### src/rtl/serial_uart_pkg.sv
// Shared encodings and constants for the byte-serial UART bridge.
package serial_uart_pkg;

  localparam int unsigned DATA_BITS  = 8;
  localparam logic        IDLE_LEVEL = 1'b1;

  typedef enum logic [1:0] {
    TxIdle  = 2'd0,
    TxStart = 2'd1,
    TxData  = 2'd2,
    TxStop  = 2'd3
  } tx_state_e;

  typedef enum logic [1:0] {
    RxIdle  = 2'd0,
    RxStart = 2'd1,
    RxData  = 2'd2,
    RxStop  = 2'd3
  } rx_state_e;

endpackage

### src/rtl/serial_uart_bridge_if.sv
// Processor-side byte port: write strobe/ready and show-ahead read data/valid/consume.
interface serial_uart_bridge_if;
  import serial_uart_pkg::*;

  logic [DATA_BITS-1:0] cpu_wdata_in;
  logic                 cpu_wren_in;
  logic                 cpu_ready_out;
  logic [DATA_BITS-1:0] cpu_rdata_out;
  logic                 cpu_valid_out;
  logic                 cpu_rden_in;

  modport master (
    output cpu_wdata_in, cpu_wren_in, cpu_rden_in,
    input  cpu_ready_out, cpu_rdata_out, cpu_valid_out
  );

  modport slave (
    input  cpu_wdata_in, cpu_wren_in, cpu_rden_in,
    output cpu_ready_out, cpu_rdata_out, cpu_valid_out
  );

endinterface

### src/rtl/sync_fifo.sv
// Show-ahead synchronous FIFO; pushes when full and pops when empty are ignored.
module sync_fifo #(
  parameter int unsigned WIDTH = 8,
  parameter int unsigned DEPTH = 16
) (
  input  logic             clock,
  input  logic             reset,
  input  logic             i_push,
  input  logic             i_pop,
  input  logic [WIDTH-1:0] i_wdata,
  output logic [WIDTH-1:0] o_rdata,
  output logic             o_full,
  output logic             o_empty
);

  localparam int unsigned PtrW = $clog2(DEPTH);
  localparam int unsigned CntW = PtrW + 1;

  logic [WIDTH-1:0] r_mem [DEPTH];
  logic [PtrW-1:0]  r_wr_ptr;
  logic [PtrW-1:0]  r_rd_ptr;
  logic [CntW-1:0]  r_count;
  logic             w_do_push;
  logic             w_do_pop;

  assign o_full    = (r_count == CntW'(DEPTH));
  assign o_empty   = (r_count == '0);
  // Full/empty are pre-edge values, so a push to a full FIFO drops even with a pop.
  assign w_do_push = i_push && !o_full;
  assign w_do_pop  = i_pop && !o_empty;
  assign o_rdata   = o_empty ? '0 : r_mem[r_rd_ptr];

  always_ff @(posedge clock) begin
    if (w_do_push) begin
      r_mem[r_wr_ptr] <= i_wdata;
    end
  end

  always_ff @(posedge clock) begin
    if (reset) begin
      r_wr_ptr <= '0;
      r_rd_ptr <= '0;
      r_count  <= '0;
    end else begin
      if (w_do_push) begin
        r_wr_ptr <= r_wr_ptr + PtrW'(1);
      end
      if (w_do_pop) begin
        r_rd_ptr <= r_rd_ptr + PtrW'(1);
      end
      case ({w_do_push, w_do_pop})
        2'b10:   r_count <= r_count + CntW'(1);
        2'b01:   r_count <= r_count - CntW'(1);
        default: r_count <= r_count;
      endcase
    end
  end

endmodule

### src/rtl/serial_uart_bridge.sv
// Buffered 8N1 UART between the processor byte port and the board pins,
// with sticky RX overrun and framing-error flags.
module serial_uart_bridge
  import serial_uart_pkg::*;
#(
  parameter int unsigned CLKS_PER_BIT = 434,
  parameter int unsigned FIFO_DEPTH   = 16
) (
  input  logic                 clock,
  input  logic                 reset,
  serial_uart_bridge_if.slave  cpu,
  input  logic                 uart_rx_in,
  output logic                 uart_tx_out,
  input  logic                 err_clear_in,
  output logic                 rx_overrun_out,
  output logic                 rx_frame_err_out
);

  localparam int unsigned CntW = $clog2(CLKS_PER_BIT);
  localparam int unsigned IdxW = $clog2(DATA_BITS);
  localparam logic [CntW-1:0] BitLast = CntW'(CLKS_PER_BIT - 1);
  localparam logic [CntW-1:0] HalfBit = CntW'(CLKS_PER_BIT / 2);
  localparam logic [IdxW-1:0] IdxLast = IdxW'(DATA_BITS - 1);

  logic                 w_tx_full;
  logic                 w_tx_empty;
  logic [DATA_BITS-1:0] w_tx_rdata;
  logic                 w_tx_pop;
  logic                 w_rx_full;
  logic                 w_rx_empty;
  logic                 w_rx_push;

  tx_state_e            r_tx_state, w_tx_state_d;
  logic [CntW-1:0]      r_tx_cnt, w_tx_cnt_d;
  logic [IdxW-1:0]      r_tx_idx, w_tx_idx_d;
  logic [DATA_BITS-1:0] r_tx_shift, w_tx_shift_d;
  logic                 r_tx_line, w_tx_line_d;

  rx_state_e            r_rx_state, w_rx_state_d;
  logic [CntW-1:0]      r_rx_cnt, w_rx_cnt_d;
  logic [IdxW-1:0]      r_rx_idx, w_rx_idx_d;
  logic [DATA_BITS-1:0] r_rx_shift, w_rx_shift_d;
  logic                 r_rx_meta, r_rx_sync;
  logic                 w_ovr_set, w_ferr_set;
  logic                 r_overrun, r_frame_err;

  sync_fifo #(
    .WIDTH (DATA_BITS),
    .DEPTH (FIFO_DEPTH)
  ) u_tx_fifo (
    .clock   (clock),
    .reset   (reset),
    .i_push  (cpu.cpu_wren_in),
    .i_pop   (w_tx_pop),
    .i_wdata (cpu.cpu_wdata_in),
    .o_rdata (w_tx_rdata),
    .o_full  (w_tx_full),
    .o_empty (w_tx_empty)
  );

  sync_fifo #(
    .WIDTH (DATA_BITS),
    .DEPTH (FIFO_DEPTH)
  ) u_rx_fifo (
    .clock   (clock),
    .reset   (reset),
    .i_push  (w_rx_push),
    .i_pop   (cpu.cpu_rden_in),
    .i_wdata (r_rx_shift),
    .o_rdata (cpu.cpu_rdata_out),
    .o_full  (w_rx_full),
    .o_empty (w_rx_empty)
  );

  assign cpu.cpu_ready_out = !w_tx_full;
  assign cpu.cpu_valid_out = !w_rx_empty;
  assign uart_tx_out       = r_tx_line;
  assign rx_overrun_out    = r_overrun;
  assign rx_frame_err_out  = r_frame_err;

  always_ff @(posedge clock) begin
    if (reset) begin
      r_tx_state <= TxIdle;
      r_tx_cnt   <= '0;
      r_tx_idx   <= '0;
      r_tx_shift <= '0;
      r_tx_line  <= IDLE_LEVEL;
    end else begin
      r_tx_state <= w_tx_state_d;
      r_tx_cnt   <= w_tx_cnt_d;
      r_tx_idx   <= w_tx_idx_d;
      r_tx_shift <= w_tx_shift_d;
      r_tx_line  <= w_tx_line_d;
    end
  end

  // The line is registered, so each bit level is loaded on the edge that begins its period.
  always_comb begin
    w_tx_state_d = r_tx_state;
    w_tx_cnt_d   = r_tx_cnt;
    w_tx_idx_d   = r_tx_idx;
    w_tx_shift_d = r_tx_shift;
    w_tx_line_d  = r_tx_line;
    w_tx_pop     = 1'b0;
    unique case (r_tx_state)
      TxIdle: begin
        w_tx_line_d = IDLE_LEVEL;
        if (!w_tx_empty) begin
          w_tx_pop     = 1'b1;
          w_tx_shift_d = w_tx_rdata;
          w_tx_cnt_d   = '0;
          w_tx_idx_d   = '0;
          w_tx_line_d  = 1'b0;
          w_tx_state_d = TxStart;
        end
      end
      TxStart: begin
        if (r_tx_cnt == BitLast) begin
          w_tx_cnt_d   = '0;
          w_tx_line_d  = r_tx_shift[0];
          w_tx_shift_d = {1'b0, r_tx_shift[DATA_BITS-1:1]};
          w_tx_state_d = TxData;
        end else begin
          w_tx_cnt_d = r_tx_cnt + CntW'(1);
        end
      end
      TxData: begin
        if (r_tx_cnt == BitLast) begin
          w_tx_cnt_d = '0;
          if (r_tx_idx == IdxLast) begin
            w_tx_line_d  = IDLE_LEVEL;
            w_tx_state_d = TxStop;
          end else begin
            w_tx_idx_d   = r_tx_idx + IdxW'(1);
            w_tx_line_d  = r_tx_shift[0];
            w_tx_shift_d = {1'b0, r_tx_shift[DATA_BITS-1:1]};
          end
        end else begin
          w_tx_cnt_d = r_tx_cnt + CntW'(1);
        end
      end
      TxStop: begin
        if (r_tx_cnt == BitLast) begin
          w_tx_cnt_d   = '0;
          w_tx_state_d = TxIdle;
        end else begin
          w_tx_cnt_d = r_tx_cnt + CntW'(1);
        end
      end
      default: w_tx_state_d = TxIdle;
    endcase
  end

  always_ff @(posedge clock) begin
    if (reset) begin
      r_rx_meta  <= IDLE_LEVEL;
      r_rx_sync  <= IDLE_LEVEL;
      r_rx_state <= RxIdle;
      r_rx_cnt   <= '0;
      r_rx_idx   <= '0;
      r_rx_shift <= '0;
    end else begin
      r_rx_meta  <= uart_rx_in;
      r_rx_sync  <= r_rx_meta;
      r_rx_state <= w_rx_state_d;
      r_rx_cnt   <= w_rx_cnt_d;
      r_rx_idx   <= w_rx_idx_d;
      r_rx_shift <= w_rx_shift_d;
    end
  end

  // Down-counter: half a bit to reach the start-bit centre, then a full bit per sample.
  always_comb begin
    w_rx_state_d = r_rx_state;
    w_rx_cnt_d   = r_rx_cnt;
    w_rx_idx_d   = r_rx_idx;
    w_rx_shift_d = r_rx_shift;
    w_rx_push    = 1'b0;
    w_ovr_set    = 1'b0;
    w_ferr_set   = 1'b0;
    unique case (r_rx_state)
      RxIdle: begin
        if (!r_rx_sync) begin
          w_rx_cnt_d   = HalfBit;
          w_rx_state_d = RxStart;
        end
      end
      RxStart: begin
        if (r_rx_cnt == '0) begin
          if (r_rx_sync) begin
            w_rx_state_d = RxIdle;
          end else begin
            w_rx_cnt_d   = BitLast;
            w_rx_idx_d   = '0;
            w_rx_state_d = RxData;
          end
        end else begin
          w_rx_cnt_d = r_rx_cnt - CntW'(1);
        end
      end
      RxData: begin
        if (r_rx_cnt == '0) begin
          w_rx_shift_d = {r_rx_sync, r_rx_shift[DATA_BITS-1:1]};
          w_rx_cnt_d   = BitLast;
          if (r_rx_idx == IdxLast) begin
            w_rx_state_d = RxStop;
          end else begin
            w_rx_idx_d = r_rx_idx + IdxW'(1);
          end
        end else begin
          w_rx_cnt_d = r_rx_cnt - CntW'(1);
        end
      end
      RxStop: begin
        if (r_rx_cnt == '0) begin
          w_rx_state_d = RxIdle;
          if (r_rx_sync) begin
            w_rx_push = 1'b1;
            w_ovr_set = w_rx_full;
          end else begin
            w_ferr_set = 1'b1;
          end
        end else begin
          w_rx_cnt_d = r_rx_cnt - CntW'(1);
        end
      end
      default: w_rx_state_d = RxIdle;
    endcase
  end

  // Sticky flags; a new error in the clearing cycle keeps the flag set.
  always_ff @(posedge clock) begin
    if (reset) begin
      r_overrun   <= 1'b0;
      r_frame_err <= 1'b0;
    end else begin
      if (w_ovr_set) begin
        r_overrun <= 1'b1;
      end else if (err_clear_in) begin
        r_overrun <= 1'b0;
      end
      if (w_ferr_set) begin
        r_frame_err <= 1'b1;
      end else if (err_clear_in) begin
        r_frame_err <= 1'b0;
      end
    end
  end

endmodule

### src/flat_wrapper.sv
// flat-port wrapper written by rule: the top's interface ports become plain ports
module serial_uart_bridge_flat import serial_uart_pkg::*;
#(
  parameter int unsigned CLKS_PER_BIT = 434,
  parameter int unsigned FIFO_DEPTH   = 16
)
  (clock, reset, uart_rx_in, uart_tx_out, err_clear_in, rx_overrun_out, rx_frame_err_out, cpu_cpu_wdata_in, cpu_cpu_wren_in, cpu_cpu_rden_in, cpu_cpu_ready_out, cpu_cpu_rdata_out, cpu_cpu_valid_out);
  serial_uart_bridge_if cpu_i ();
  input  logic clock;
  input  logic reset;
  input  logic uart_rx_in;
  output logic uart_tx_out;
  input  logic err_clear_in;
  output logic rx_overrun_out;
  output logic rx_frame_err_out;
  input wire logic [$bits(cpu_i.cpu_wdata_in)-1:0] cpu_cpu_wdata_in;
  input wire logic [$bits(cpu_i.cpu_wren_in)-1:0] cpu_cpu_wren_in;
  input wire logic [$bits(cpu_i.cpu_rden_in)-1:0] cpu_cpu_rden_in;
  output wire logic [$bits(cpu_i.cpu_ready_out)-1:0] cpu_cpu_ready_out;
  output wire logic [$bits(cpu_i.cpu_rdata_out)-1:0] cpu_cpu_rdata_out;
  output wire logic [$bits(cpu_i.cpu_valid_out)-1:0] cpu_cpu_valid_out;
  assign cpu_i.cpu_wdata_in = cpu_cpu_wdata_in;
  assign cpu_i.cpu_wren_in = cpu_cpu_wren_in;
  assign cpu_i.cpu_rden_in = cpu_cpu_rden_in;
  assign cpu_cpu_ready_out = cpu_i.cpu_ready_out;
  assign cpu_cpu_rdata_out = cpu_i.cpu_rdata_out;
  assign cpu_cpu_valid_out = cpu_i.cpu_valid_out;
  serial_uart_bridge #(.CLKS_PER_BIT(CLKS_PER_BIT), .FIFO_DEPTH(FIFO_DEPTH)) u_core (.clock(clock), .reset(reset), .cpu(cpu_i), .uart_rx_in(uart_rx_in), .uart_tx_out(uart_tx_out), .err_clear_in(err_clear_in), .rx_overrun_out(rx_overrun_out), .rx_frame_err_out(rx_frame_err_out));
endmodule
### config.mk
export PLATFORM = sky130hd
export DESIGN_NAME = serial_uart_bridge_flat
export DESIGN_NICKNAME = d
export VERILOG_FILES = /design/src/rtl/serial_uart_pkg.sv /design/src/rtl/serial_uart_bridge_if.sv /design/src/rtl/sync_fifo.sv /design/src/rtl/serial_uart_bridge.sv /design/src/flat_wrapper.sv
export SDC_FILE = /design/constraint.sdc
export NUM_CORES = 1
export LEC_CHECK = 0
export CAP_MARGIN = 40
export CORE_MARGIN = 4
export CORE_UTILIZATION = 67
export DETAILED_ROUTE_END_ITERATION = 16
export DONT_BUFFER_PORTS = 1
export PLACE_DENSITY = 0.95
export SYNTH_ARGS = -nofsm -noshare
export SYNTH_HDL_FRONTEND = slang
export SYNTH_SLANG_ARGS = --single-unit
### constraint.sdc
create_clock -name clock -period 4.6 [get_ports clock]
set_input_delay 0.46 -clock clock [delete_from_list [all_inputs] [get_ports clock]]
set_output_delay 0.46 -clock clock [all_outputs]
set_load 0.1 [all_outputs]
# Word-level counts from Yosys, hierarchy flattened
# Memory sizes are Yosys's and may differ from the RTL's. A register that Yosys moved wholly into a read port is not among the register bits.
# Index checks and enable logic that the tools add are counted.
totals:
  wordCells: 158
  ff_bits: 75
  mem_bits_rw: 256
  memories: 2
  in_bits: 14
  output_inout_bits: 13
classes:
  reduce_logical: 29
  n_addsub: 12
  eq_ne: 30
  muxes: 66
memory_table:
  columns: ["memory", "words", "word_bits", "read_ports", "rd_ports_with_merged_regs", "wr", "line", "text"]
  rows:
  - ["u_core.u_rx_fifo.r_mem", 16, 8, 1, 1, 1, "sync_fifo.sv:19", "logic [WIDTH-1:0] r_mem [DEPTH];"]
  - ["u_core.u_tx_fifo.r_mem", 16, 8, 1, 1, 1, "sync_fifo.sv:19", null]
op_table:
  columns: ["cell", "count"]
  rows:
  - ["9-bit two-way mux", 7]
  - ["8-bit two-way mux", 5]
  - ["9-bit one-hot mux with 4 select lines", 1]
  - ["8-bit one-hot mux with 3 select lines", 1]
  - ["1-bit two-way mux", 22]
  - ["2-bit two-way mux", 11]
  - ["3-bit two-way mux", 7]
  - ["5-bit one-hot mux with 2 select lines", 2]
  - ["5-bit AND reduction", 4]
  - ["9-bit one-hot mux with 2 select lines", 1]
  - ["4-bit by 1-bit adder with 4-bit output (second input constant)", 4]
  - ["4-bit two-way mux", 4]
  - ["2-bit by 1-bit != test with 1-bit output (second input constant)", 8]
  - ["2-bit one-hot mux with 4 select lines", 2]
  - ["2-bit equality test (second input constant)", 6]
  - ["2-bit != test (second input constant)", 6]
  - ["3-bit one-hot mux with 2 select lines", 2]
  - ["2-bit nonzero test", 6]
  - ["5-bit by 1-bit adder with 5-bit output (second input constant)", 2]
  - ["5-bit equality test (second input constant)", 2]
  - ["5-bit zero test", 2]
  - ["5-bit by 1-bit subtractor with 5-bit output (second input constant)", 2]
  - ["9-bit by 1-bit adder with 9-bit output (second input constant)", 1]
  - ["9-bit equality test (second input constant)", 1]
  - ["15 further kinds", 28]

# Depth between registers and ports, before layout
depth:
  word_depth: 6
  mapped_depth: 15
  ltp_nobuf: 13

# By module
# A second synthesis with hierarchy kept.
hier_totals:
  hier_cells: 955
  hier_area_um2: 14391.3
modules_own_cells:
  columns: ["module", "seq_area_each_um2", "cells_each", "area_each_um2", "instances"]
  rows:
  - ["sync_fifo at u_core.u_rx_fifo", 4184.0, 337, 6003.3, 1]
  - ["sync_fifo at u_core.u_tx_fifo", 4184.0, 319, 5815.6, 1]
  - ["serial_uart_bridge", 980.9, 299, 2572.5, 1]

# Worst setup path after synthesis
# Ideal clock, no wire load.
synth_timing:
  path_kind: "register -> register"
  startpoint: "register u_core.r_rx_cnt[0]"
  endpoint: "register u_core.u_rx_fifo.r_count[4]"
  n_path_buf: 2
  stages_incl_launch_ff: 16
  setup_time_ps: 132
  period_less_slack_ps: 3075
  t_required_ps: 4468
  arrival_time_ps: 2942
  path_slack_ps: 1525
  cell_sequence: "dfxtp_1 -> inv_1 -> ha_1 -> nor4b_4 -> and3_1 -> buf_4 -> nand4_4 -> ha_1 -> clkbuf_1 -> xor2_1 -> ha_1 -> a21oi_1 -> o22ai_1 -> a222oi_1 -> or3_1 -> a21oi_1"
synth_via:
  elab_chain_cells: 6
  elab_cells_between_ends: 8
  classes_between: "2 x eq/ne; 3 x mux; 3 x reduce/logical"
synth_lines:
  columns: ["element", "line", "text"]
  rows:
  - ["start: declaration", "serial_uart_bridge.sv:40", "logic [CntW-1:0] r_rx_cnt, w_rx_cnt_d;"]
  - ["start signal: assignment", "serial_uart_bridge.sv:166", "r_rx_cnt <= w_rx_cnt_d;"]
  - ["9-bit zero test (*)", "serial_uart_bridge.sv:215", "if (r_rx_cnt == '0) begin"]
  - ["1-bit two-way mux (*)", "serial_uart_bridge.sv:215", null]
  - ["1-bit two-way mux (*)", "serial_uart_bridge.sv:181", "unique case (r_rx_state)"]
  - ["1-bit logical AND (*)", "sync_fifo.sv:29", "assign w_do_push = i_push && !o_full;"]
  - ["2-bit by 1-bit equality test with 1-bit output or 2-bit equality test (tied branches)", "sync_fifo.sv:51", "case ({w_do_push, w_do_pop})"]
  - ["5-bit one-hot mux with 2 select lines or 2-bit nonzero test (tied branches)", null, null]
  - ["end signal: assignment", "sync_fifo.sv:52", "2'b10: r_count <= r_count + CntW'(1);"]
  - ["end signal: assignment", "sync_fifo.sv:53", "2'b01: r_count <= r_count - CntW'(1);"]
  - ["end signal: assignment", "sync_fifo.sv:54", "default: r_count <= r_count;"]
  - ["end: declaration", "sync_fifo.sv:22", "logic [CntW-1:0] r_count;"]
# Mark *: on every way between the ends. The rest lies on a longest branch, timed or not.
# A chain may end at the register's enable or synchronous reset.

# Final worst setup path
layout_timing:
  startpoint: "register u_core.u_tx_fifo.r_count[0]"
  endpoint: "register u_core.u_tx_fifo.r_count[4]"
layout_via:
  elab_chain_cells: 6
  elab_cells_between_ends: 14
  classes_between: "2 x add/sub; 3 x eq/ne; 3 x mux; 6 x reduce/logical"
layout_lines:
  columns: ["element", "line", "text"]
  rows:
  - ["start: declaration", "sync_fifo.sv:22", null]
  - ["start signal: assignment", "sync_fifo.sv:52", null]
  - ["start signal: assignment", "sync_fifo.sv:53", null]
  - ["start signal: assignment", "sync_fifo.sv:54", null]
  - ["5-bit zero test", "sync_fifo.sv:27", "assign o_empty = (r_count == '0);"]
  - ["1-bit two-way mux", "serial_uart_bridge.sv:108", "if (!w_tx_empty) begin"]
  - ["1-bit two-way mux", "serial_uart_bridge.sv:105", "unique case (r_tx_state)"]
  - ["1-bit logical AND", "sync_fifo.sv:30", "assign w_do_pop = i_pop && !o_empty;"]
  - ["2-bit by 1-bit equality test with 1-bit output or 2-bit equality test (tied branches)", "sync_fifo.sv:51", null]
  - ["5-bit one-hot mux with 2 select lines or 2-bit nonzero test (tied branches)", null, null]
# Parallel ways exist; a longest one is shown, timed or not.

==> metrics.txt <==
status finished, final reports clean; clk root buf clkbuf_16; Final GP Congestion roughly 0.84; asr flop ratio synth 0; Fmax 0.278 GHz; Crit Path Max Fanout 9; skew final 0.0445 ns; largest net degree at the start of global routing 77; Primary FF master, synth edfxtp_1; worst hold stages 1; setup TNS 0 ns; Residual DRC 0; CP required just over 5 ns; max-cap violation count 0; peak supply drop between 0.0005 and 0.0006 V; fin crit period 3.60 ns; syn_area_per_cell ~15 sq um; Avg WL per Cell between 20 and 30 microns; Leakage approximately 5.2 nW; Seq/Total Area, Yosys 0.661; ant diodes 0; Finished Cell Area approximately 16000 sq um; clk buf depth 3; critical path's slowest cell nor4_2; nets 1013; Die Height approximately 150 microns; Worst Max-Slew Pin Slew 0.934 ns; GRT Total Usage 0.292; core area 20500 sq um; DPL Wire Length ~20000 microns; startpoint class of the critical path flop; count of input and output buffers 0; num rows 52; path depth of the worst reg2reg path 11; Avg Vias per Cell 6.95; # resized after CTS 0; RSZ-0062 raised after global routing no; cell repeated most along the worst path inv_1; gr ovfl total 0; Post-DP Area between 10000 and 15000 sq um; Die X roughly 150 microns; Starting Density 0.691; crit-path cells nor4_2 -> a21boi_1 -> inv_1 -> ha_1 -> inv_1 -> fa_1 -> nor2b_1 -> o21ai_0 -> and3_1 -> or4_1 -> a21oi_1; Sink Count around 340; area of the mapped netlist approximately 14000 sq um; Post-synth EDFFs roughly 260; Syn Inst Count roughly 940; Worst Path Arrival roughly 4.1 ns; max_slew headroom 0.372; initial antenna violation count 0; yosys warns 0; nature of the critical path endpoint flop; CTS tree done; vias in the first global route ~9k; critical path class reg -> reg; endpoints failing setup 0; P&R area growth vs syn 10.8%; initial DRC count 1324; 1st-pass router iterations 5; Syn Nets about 990; final hold vios 0; CTS Buf Count 34; largest stage delay on the critical path roughly 0.62 ns; CTS H-tree depth 2; Worst-Skew Late Latency roughly 0.54 ns; Seq cells post-synth about 340; Hold WC Path Type in -> reg; global-route wire length before repair approximately 53000 microns; Vias 8732; antenna viol nets, final 0; layout cell share with drive strength beyond 1 0.149; final period utilization 0.783; Top Ports 27; PwrDens 485 nW/um^2; Slew Viols, Final 0; setup bufs post-CTS 0; total wire length around 34000 microns; count of cell types in the netlist 56; CTS clock-pin slew for the worst setup and hold paths ~0.060 ns; die area between 20000 and 25000 sq um
==> cells in the mapped netlist, types with 4 or more instances <==
master / instances / area [sq um]
a21boi_1: 4 / 30.0
a21o_1: 6 / 45.0
a21oi_1: 56 / 280
a221oi_1: 13 / 114
and2_1: 28 / 175
and3_1: 6 / 37.5
buf_2: 9 / 45.0
buf_4: 4 / 30.0
clkbuf_1: 29 / 109
dfxtp_1: 83 / 1660
edfxtp_1: 256 / 7690
ha_1: 34 / 425
inv_1: 34 / 128
mux2i_1: 29 / 290
mux4_2: 63 / 1420
nand2_1: 41 / 154
nand2b_1: 11 / 68.8
nand3_1: 19 / 95.1
nand4_1: 11 / 68.8
nor2_1: 70 / 263
nor2b_1: 8 / 50.1
nor3_1: 16 / 80.1
o21a_1: 8 / 60.1
o21ai_0: 17 / 85.1
o221ai_1: 4 / 35.0
o32ai_1: 5 / 43.8
or2_2: 5 / 31.3
or4_1: 7 / 52.6
xnor2_1: 9 / 78.8
xor2_1: 17 / 149
==> critical path: cells and delay by family (launching register included) <==
kind	cells	cell delay (ns)
AO/OA/AOI/OAI	3	0.72
adder cells (fa/ha/maj)	2	0.71
buffers and inverters	2	0.26
AND/OR/NAND/NOR	4	1.48
flip-flops	1	0.35
==> cells in the final DEF (no fill, tap or decap), types with 11 or more instances in the layout <==
master	n
edfxtp_1	256
dfxtp_1	81
nor2_1	70
mux4_2	63
a21oi_1	56
nand2_1	41
clkbuf_16	35
inv_1	34
ha_1	34
mux2i_1	29
and2_1	28
nand3_1	19
xor2_1	17
o21ai_0	17
buf_4	17
nor3_1	16
clkbuf_1	14
a221oi_1	13
nand2b_1	11
nand4_1	11
==> final timing paths <==
kind / to / startpoint / slack [ns]
max: u_core.u_tx_fifo.r_count[4] / u_core.u_tx_fifo.r_count[0] / 1.0
min: u_core.u_tx_fifo.r_wr_ptr[0] / reset / 0.008
max reg2reg: u_core.u_tx_fifo.r_count[4] / u_core.u_tx_fifo.r_count[0] / 1.0
min reg2reg: u_core.r_rx_sync / u_core.r_rx_meta / 0.44
==> cells by family (layout without fill, tap and decap cells) <==
family	count (synthesis)	in the layout	synth area share
buf+inv	80	125	0.0231
xor+xnor	26	26	0.0161
compound gates	135	135	0.0615
fa+ha+maj	35	35	0.0315
mux	92	92	0.121
flops	339	339	0.661
simple gates	235	235	0.0865
==> state kept, by name, indices dropped and copies added (netlist names), 5 cells and up, named ones only <==
register	cells
u_core.u_rx_fifo.r_mem	128
u_core.u_rx_fifo.r_count	5
u_core.r_rx_cnt	9
u_core.r_rx_shift	8
u_core.u_tx_fifo.r_count	5
u_core.r_tx_cnt	9
u_core.u_tx_fifo.r_mem	128
u_core.r_tx_shift	8
==> layer usage <==
layer | share of wire | up-vias | global-route usage
met5 | 0 | - | 0
met4 | 0.046 | 0 | 0.108
met3 | 0.089 | 130 | 0.0486
met2 | 0.52 | 632 | 0.504
met1 | 0.35 | 4325 | 0.378
li1 | - | 3645 | -
==> power by group <==
| group | internal (mW) | leakage, nW | switching, mW | total (mW) |
|---|---|---|---|---|
| combinational | 0.575 | 1.71 | 0.933 | 1.51 |
| clock | 1.43 | 0.485 | 1.15 | 2.58 |
| sequential | 3.39 | 3.02 | 0.120 | 3.51 |
==> repair_timing <==
item                                   in CTS  in global routing
setup endpoints to repair                   0                  0
endpoints found under the hold margin       3                  0
hold buffers                                1                  0
==> per-stage QoR <==
step	hold slack, ns	power [mW]	setup slack [ns]	util	cells
2_1_floorplan	0.389	4.59	1.53	-	942
3_3_place_gp	0.415	4.80	1.36	0.700	1173
3_5_place_dp	0.421	4.95	1.17	0.715	1195
4_1_cts	0.00195	7.55	0.948	0.764	1255
5_1_grt	0.00233	7.86	0.630	0.765	1257
6_report	0.00802	7.60	1.00	0.765	1257
==> final cells by class <==
type                       instances  area, sq um
clock buffer                      50          942
clock inverter                     9         65.1
fill                            1013         4810
inverter                          35          131
multi-input combinational        523         4480
sequential                       339         9350
tap                              270          338
timing repair buffer              31          375
Power figures use the tool's default switching activity.
